<file path="src/rtl/date_from_day_count_pkg.sv">
// Shared types and constants for the day-count to calendar-date converter.
// Optional feature macro: DOW_OUTPUT_EN (adds the day-of-week output).
package date_from_day_count_pkg;

    localparam int unsigned DAY_W   = 7;
    localparam int unsigned MONTH_W = 7;
    localparam int unsigned YEAR_W  = 15;

    // Days in one full Gregorian 400-year cycle.
    localparam logic [31:0] DAYS_400Y    = 32'd146097;
    // Day count of 32767-12-31, the last representable date.
    localparam logic [31:0] MAX_DAY_COUNT = 32'd11967899;

    // Non-leap month lengths, January first.
    localparam logic [4:0] MONTH_LEN [12] = '{
        5'd31, 5'd28, 5'd31, 5'd30, 5'd31, 5'd30,
        5'd31, 5'd31, 5'd30, 5'd31, 5'd30, 5'd31
    };

    typedef enum logic [2:0] {
        StIdle,
        StCheck,
        StY400,
        StY1,
        StMon,
        StFinish
    } state_e;

endpackage

</file>
<file path="src/rtl/date_from_day_count_if.sv">
// Request/result bundle for date_from_day_count.
// Optional feature macro: DOW_OUTPUT_EN (adds day_of_week).
interface date_from_day_count_if;
    import date_from_day_count_pkg::*;

    logic                 start;
    logic [31:0]          day_count;
    logic                 busy;
    logic                 done;
    logic                 error;
    logic [DAY_W-1:0]     days;
    logic [MONTH_W-1:0]   months;
    logic [YEAR_W-1:0]    years;
`ifdef DOW_OUTPUT_EN
    logic [2:0]           day_of_week;
`endif

    modport master (
        output start, day_count,
        input  busy, done, error, days, months, years
`ifdef DOW_OUTPUT_EN
        , input day_of_week
`endif
    );

    modport slave (
        input  start, day_count,
        output busy, done, error, days, months, years
`ifdef DOW_OUTPUT_EN
        , output day_of_week
`endif
    );

endinterface

</file>
<file path="src/rtl/date_from_day_count_month_length.sv">
// Combinational month length lookup: (month 1..12, leap) -> 28..31.
module month_length
    import date_from_day_count_pkg::*;
(
    input  logic [3:0] month_i,
    input  logic       leap_i,
    output logic [4:0] len_o
);

    logic [3:0] idx;

    // February depends on leap; out-of-range months fall back to 31.
    always_comb begin
        idx   = month_i - 4'd1;
        len_o = 5'd31;
        if (month_i == 4'd2) begin
            len_o = leap_i ? 5'd29 : 5'd28;
        end else if (month_i >= 4'd1 && month_i <= 4'd12) begin
            len_o = MONTH_LEN[idx];
        end
    end

endmodule

</file>
<file path="src/rtl/date_from_day_count.sv">
// Iterative converter from days-since-0001-01-01 to day/month/year.
// Peels off 400-year blocks, then single years, then months, one per cycle.
// Optional feature macro: DOW_OUTPUT_EN (registers day_of_week at finish).
module date_from_day_count
    import date_from_day_count_pkg::*;
(
    input  logic                 clk_i,
    input  logic                 rst_ni,
    date_from_day_count_if.slave bus
);

    state_e               state_q, state_d;
    logic [31:0]          rem_q, rem_d;
    logic [6:0]           blk_q, blk_d;
    logic [8:0]           yo_q, yo_d;
    logic [3:0]           mon_q, mon_d;
    logic                 leap_q, leap_d;
    logic                 busy_q, busy_d;
    logic                 done_q, done_d;
    logic                 err_q, err_d;
    logic [DAY_W-1:0]     days_q, days_d;
    logic [MONTH_W-1:0]   months_q, months_d;
    logic [YEAR_W-1:0]    years_q, years_d;
`ifdef DOW_OUTPUT_EN
    logic [31:0]          dc_q, dc_d;
    logic [2:0]           dow_q, dow_d;
`endif

    logic [9:0]           yp1;
    logic                 year_leap;
    logic [31:0]          year_len;
    logic [4:0]           mlen;

    month_length u_month_length (
        .month_i (mon_q),
        .leap_i  (leap_q),
        .len_o   (mlen)
    );

    // Leap rule within a 400-year block: every 4th year except offsets 100/200/300.
    always_comb begin
        yp1       = {1'b0, yo_q} + 10'd1;
        year_leap = (yp1[1:0] == 2'b00) && (yp1 != 10'd100) &&
                    (yp1 != 10'd200) && (yp1 != 10'd300);
        year_len  = year_leap ? 32'd366 : 32'd365;
    end

    // Next-state logic; every subtraction is gated by its compare.
    always_comb begin
        state_d  = state_q;
        rem_d    = rem_q;
        blk_d    = blk_q;
        yo_d     = yo_q;
        mon_d    = mon_q;
        leap_d   = leap_q;
        busy_d   = busy_q;
        done_d   = 1'b0;
        err_d    = err_q;
        days_d   = days_q;
        months_d = months_q;
        years_d  = years_q;
`ifdef DOW_OUTPUT_EN
        dc_d     = dc_q;
        dow_d    = dow_q;
`endif
        unique case (state_q)
            StIdle: begin
                if (bus.start) begin
                    rem_d   = bus.day_count;
`ifdef DOW_OUTPUT_EN
                    dc_d    = bus.day_count;
`endif
                    err_d   = 1'b0;
                    busy_d  = 1'b1;
                    state_d = StCheck;
                end
            end
            StCheck: begin
                if (rem_q > MAX_DAY_COUNT) begin
                    err_d   = 1'b1;
                    state_d = StFinish;
                end else begin
                    blk_d   = '0;
                    yo_d    = '0;
                    state_d = StY400;
                end
            end
            StY400: begin
                if (rem_q >= DAYS_400Y) begin
                    rem_d = rem_q - DAYS_400Y;
                    blk_d = blk_q + 7'd1;
                end else begin
                    state_d = StY1;
                end
            end
            StY1: begin
                if (rem_q >= year_len) begin
                    rem_d = rem_q - year_len;
                    yo_d  = yo_q + 9'd1;
                end else begin
                    leap_d  = year_leap;
                    mon_d   = 4'd1;
                    state_d = StMon;
                end
            end
            StMon: begin
                if (rem_q >= {27'd0, mlen}) begin
                    rem_d = rem_q - {27'd0, mlen};
                    mon_d = mon_q + 4'd1;
                end else begin
                    state_d = StFinish;
                end
            end
            StFinish: begin
                done_d  = 1'b1;
                busy_d  = 1'b0;
                state_d = StIdle;
                // On error the previous date is deliberately kept.
                if (!err_q) begin
                    days_d   = rem_q[DAY_W-1:0] + DAY_W'(1);
                    months_d = MONTH_W'(mon_q);
                    years_d  = YEAR_W'(blk_q) * YEAR_W'(400) + YEAR_W'(yo_q) + YEAR_W'(1);
`ifdef DOW_OUTPUT_EN
                    dow_d    = 3'(({1'b0, dc_q} + 33'd1) % 33'd7);
`endif
                end
            end
            default: state_d = StIdle;
        endcase
    end

    // State and output registers.
    always_ff @(posedge clk_i or negedge rst_ni) begin
        if (!rst_ni) begin
            state_q  <= StIdle;
            rem_q    <= '0;
            blk_q    <= '0;
            yo_q     <= '0;
            mon_q    <= '0;
            leap_q   <= 1'b0;
            busy_q   <= 1'b0;
            done_q   <= 1'b0;
            err_q    <= 1'b0;
            days_q   <= '0;
            months_q <= '0;
            years_q  <= '0;
`ifdef DOW_OUTPUT_EN
            dc_q     <= '0;
            dow_q    <= '0;
`endif
        end else begin
            state_q  <= state_d;
            rem_q    <= rem_d;
            blk_q    <= blk_d;
            yo_q     <= yo_d;
            mon_q    <= mon_d;
            leap_q   <= leap_d;
            busy_q   <= busy_d;
            done_q   <= done_d;
            err_q    <= err_d;
            days_q   <= days_d;
            months_q <= months_d;
            years_q  <= years_d;
`ifdef DOW_OUTPUT_EN
            dc_q     <= dc_d;
            dow_q    <= dow_d;
`endif
        end
    end

    assign bus.busy   = busy_q;
    assign bus.done   = done_q;
    assign bus.error  = err_q;
    assign bus.days   = days_q;
    assign bus.months = months_q;
    assign bus.years  = years_q;
`ifdef DOW_OUTPUT_EN
    assign bus.day_of_week = dow_q;
`endif

endmodule

</file>
<file path="src/flat_wrapper.sv">
// flat-port wrapper written by rule: the top's interface ports become plain ports
module date_from_day_count_flat import date_from_day_count_pkg::*;
  (clk_i, rst_ni, bus_start, bus_day_count, bus_busy, bus_done, bus_error, bus_days, bus_months, bus_years);
  date_from_day_count_if bus_i ();
  input  logic clk_i;
  input  logic rst_ni;
  input wire logic [$bits(bus_i.start)-1:0] bus_start;
  input wire logic [$bits(bus_i.day_count)-1:0] bus_day_count;
  output wire logic [$bits(bus_i.busy)-1:0] bus_busy;
  output wire logic [$bits(bus_i.done)-1:0] bus_done;
  output wire logic [$bits(bus_i.error)-1:0] bus_error;
  output wire logic [$bits(bus_i.days)-1:0] bus_days;
  output wire logic [$bits(bus_i.months)-1:0] bus_months;
  output wire logic [$bits(bus_i.years)-1:0] bus_years;
  assign bus_i.start = bus_start;
  assign bus_i.day_count = bus_day_count;
  assign bus_busy = bus_i.busy;
  assign bus_done = bus_i.done;
  assign bus_error = bus_i.error;
  assign bus_days = bus_i.days;
  assign bus_months = bus_i.months;
  assign bus_years = bus_i.years;
  date_from_day_count u_core (.clk_i(clk_i), .rst_ni(rst_ni), .bus(bus_i));
endmodule
</file>
<file path="config.mk">
export PLATFORM = sky130hd
export DESIGN_NAME = date_from_day_count_flat
export DESIGN_NICKNAME = d
export VERILOG_FILES = /design/src/rtl/date_from_day_count_pkg.sv /design/src/rtl/date_from_day_count_if.sv /design/src/rtl/date_from_day_count_month_length.sv /design/src/rtl/date_from_day_count.sv /design/src/flat_wrapper.sv
export SDC_FILE = /design/constraint.sdc
export NUM_CORES = 1
export LEC_CHECK = 0
export CORE_MARGIN = 2
export CORE_UTILIZATION = 25
export CTS_CLUSTER_DIAMETER = 30
export CTS_CLUSTER_SIZE = 14
export DETAILED_ROUTE_END_ITERATION = 7
export SETUP_SLACK_MARGIN = 0.5
export SYNTH_ARGS = -nofsm -noshare
export SYNTH_HDL_FRONTEND = slang
export SYNTH_SLANG_ARGS = --single-unit
</file>
<file path="constraint.sdc">
create_clock -name clk_i -period 4.8 [get_ports clk_i]
set_clock_uncertainty 0.15 [all_clocks]
set_input_delay 0.96 -clock clk_i [delete_from_list [all_inputs] [get_ports clk_i]]
set_output_delay 0.96 -clock clk_i [all_outputs]
set_load 0.005 [all_outputs]
</file>
==> results.ini <==
[final_layout]
final_nets = 1110
fillers = 3268
diodes = 0
layout-drive-gt1-share_pct = 10.5
synthToLayoutAreaGrowth_pct = 20.1

[setup_path]
regToRegSetupSlack_ns = 0.69
worst_path_most_repeated_cell = and3_4
crit_path_cell_trace = ha_4, and3_4, and3_4, xnor2_1, a21oi_2, nor4_2, o22ai_2, inv_2, ha_1, fa_2, and3b_2, o211ai_1, nand4_1, nor3_4, nand3b_1, buf_4, buf_6, clkbuf_16, o31ai_1
biggest_cell_delay_along_the_critical_path_ns = 0.43
worstPathRequired_ns = 4.91
end_kind = flip-flop
critPathArrivalTime_ns = 4.22
rr_startpoint = u_core.yo_q[1]
crit_path_start = u_core.yo_q[1]
critPathMaxFanout = 17
timing_worst_setup_path_type = reg2reg
crit_slowest_cell = dfrtp_2
cp-endpoint = u_core.rem_q[16]
critical_path.reg2reg.endpoint = u_core.rem_q[16]
worstSetupStartpointType = flip-flop
rr_worst_depth = 19

[routing]
wl_per_cell_um = 18.9
postRouteWirelength_um = 27100
ant_nets = 0
drtPass1Iterations = 8
first_iter_violations = 778
drc = 0
vias = 7931
via_per_inst = 5.53

[yosys]
synth_top_area_share_pct = 27.7
synth.ff_latch_count = 85
syn-cell-area_um2 = 7690
syn-mean-instance-area_um2 = 7.78
synthDominantAreaCellType = dfrtp_1
synth_enable_flop_cells = 0
synth_top_family_by_area = compound AO/OA/AOI/OAI gates
synth_most_common_cell = o21ai_0
yosys.area_share.simple_pct = 24.3
synth-async-reset-ratio_pct = 100
synth.mux.area_fraction_pct = 1.11
ys_top_cells_by_area = dfrtp_1, o21ai_0, ha_1
synth_xor_area_share_pct = 5.58
leading_post_synthesis_cells_by_instance_count = o21ai_0, nand2_1, nor2_1
ys_dominant_reg_cell = dfrtp_1
post_synth_num_cell_types = 87
synth-compound-area-share_pct = 27.3
ys.warnings.count = 0
synth.yosys.seq_area_share_pct = 27.7
postSynthCellCount = 989
synth_fa_ha_area_share_pct = 7.39

[place]
dp_hpwl_um = 19100
routabilityCongestion = 0.971
io_buffers = 63

[clocking]
cts-buffers-inserted = 9
tritoncts = yes
clock_insertion_delay_worst_skew_ns = 0.35
clock_transition_at_path_regs_ns = 0.07
cts.sinks = 85
root_buffer = clkbuf_16
htree_num_levels = 3
cts-root-to-sink-buffers = 2
cts_hold_buf = 0

[sta]
worst_slew_pin_slew_ns = 1.12
hold_viol = 0
fin_crit_sh_pct = 85.6
timing.slew.headroom_pct = 25.4
grt_setup_unrepaired = false
finalCriticalPeriod_ns = 4.11
finalSetupViolations = 0
fmax_ghz = 0.243
final_max_slew_viols = 0
setup_total_negative_slack_ns = 0

[floorplanning]
chipHeight_um = 179
design.core.area_um2 = 30400
initial_core_util_pct = 25.3
design.portCount = 67
rows = 64
die_w_um = 179
die_area_um2 = 32200

[pwr]
post-layout-total-power_mw = 4.78
cell_pwr_density_nw_per_um2 = 517
p_leak_nw = 3.60
worst_ir_drop_vdd_mv = 0.218

[global_route]
grt_pass1_wl_um = 42100
grt_antenna_before_repair = 0
grt_remaining_overflow = 0
globalRouteTotalUtil_pct = 16.6
number_of_global_route_vias_before_repair = 7538
grt_start_max_net_pins = 65

[worst_hold_path]
hold_path.class = reg2reg

[run]
drv_cap = 0

[outcome]
run_status = completed

==> sequential cells by signal, summed over array words and instances, names as in the netlist <==
name               cells
u_core.bus.years      15
u_core.bus.busy        1
u_core.blk_q           7
u_core.bus.error       1
u_core.bus.days        7
u_core.leap_q          1
u_core.yo_q            9
u_core.bus.months      4
u_core.rem_q          32
u_core.mon_q           4
u_core.bus.done        1
u_core.state_q         3
==> cells by family after synthesis <==
kind of cell / after synthesis
compound gates: 328
mux: 8
buf+inv: 114
xor+xnor: 49
other cells: 1
simple gates: 361
flops: 85
fa+ha+maj: 43
==> metal layers <==
metal	GRT usage, %	part of all wire (%)	vias to the layer above
li1	-	-	3719
met5	0	0	-
met3	3.50	9.1	70
met1	23.0	44	3768
met4	6.28	3.2	0
met2	25.2	44	374
==> critical path: cells and delay by family, from the launching register on <==
family | cells | cell delay, ns
AO/OA/AOI/OAI | 4 | 0.76
XOR/XNOR | 1 | 0.14
adder cells (fa/ha/maj) | 3 | 0.76
buffers and inverters | 4 | 0.57
flip-flops | 1 | 0.43
AND/OR/NAND/NOR | 7 | 1.19
==> metrics by stage <==
stage / cell area [um^2] / setup WS [ns] / instances / util (%) / hold WS [ns]
2_1_floorplan: 7700 / 0.686 / 991 / - / 0.320
3_3_place_gp: 8690 / 0.401 / 1404 / 28.5 / 0.311
4_1_cts: 9050 / 0.511 / 1422 / 29.8 / 0.330
3_5_place_dp: 8690 / 0.206 / 1404 / 28.5 / 0.313
5_1_grt: 9240 / 0.475 / 1433 / 30.4 / 0.352
6_report: 9240 / 0.692 / 1433 / 30.4 / 0.321
==> area by class of cell <==
class / count / area, um^2 / area share, %
multi-input cells: 792 / 5140 / 55.7
well taps: 396 / 495 / 5.36
flip-flops and latches: 85 / 2130 / 23.1
clock buffers: 9 / 225 / 2.44
inverters: 39 / 146 / 1.58
clock inverters: 7 / 82.6 / 0.894
repair buffers: 105 / 1010 / 10.9
==> report_power, final <==
group	leakage (nW)	total, mW	internal (mW)	switching, mW
Combinational	2.36	2.59	1.04	1.55
Sequential	1.09	1.43	0.932	0.499
Clock	0.150	0.759	0.414	0.345
Total	3.60	4.78	2.38	2.39
==> cells in the final DEF (no fill, tap or decap), types with 6 or more instances in the layout <==
master           count
o21ai_0            103
nand2_1            100
nor2_1              95
dfrtp_1             82
a21oi_1             70
clkdlybuf4s50_1     62
inv_1               38
ha_1                38
buf_4               37
nor3_1              34
xnor2_1             31
nand3_1             30
a31oi_1             19
xor2_1              17
a211oi_1            16
nand4_1             14
o31ai_1             13
nand2b_1            13
o22ai_1             13
a221oi_1            12
nor4_1              11
clkbuf_16           11
nor2b_1              7
o221ai_1             7
o211ai_1             6
a22o_1               6
==> worst min-delay path by stage <==
stage | startpoint | cells past startpoint | end
after floorplan | u_core.bus.days[1] | 2 | u_core.bus.days[1]
after global placement | u_core.bus.months[3] | 2 | u_core.bus.months[3]
after detailed placement | u_core.bus.years[1] | 2 | u_core.bus.years[1]
after CTS | u_core.bus.years[1] | 2 | u_core.bus.years[1]
after global routing | u_core.bus.months[3] | 2 | u_core.bus.months[3]
final | u_core.bus.years[1] | 2 | u_core.bus.years[1]
==> repair_timing <==
item | 4_1_cts | 5_1_grt
resized for setup | 8 | 17
setup endpoints to repair | 44 | 44
cloned | 0 | 2
buffers inserted | 2 | 9
pin swaps | 2 | 6
Power figures use the tool's default switching activity.
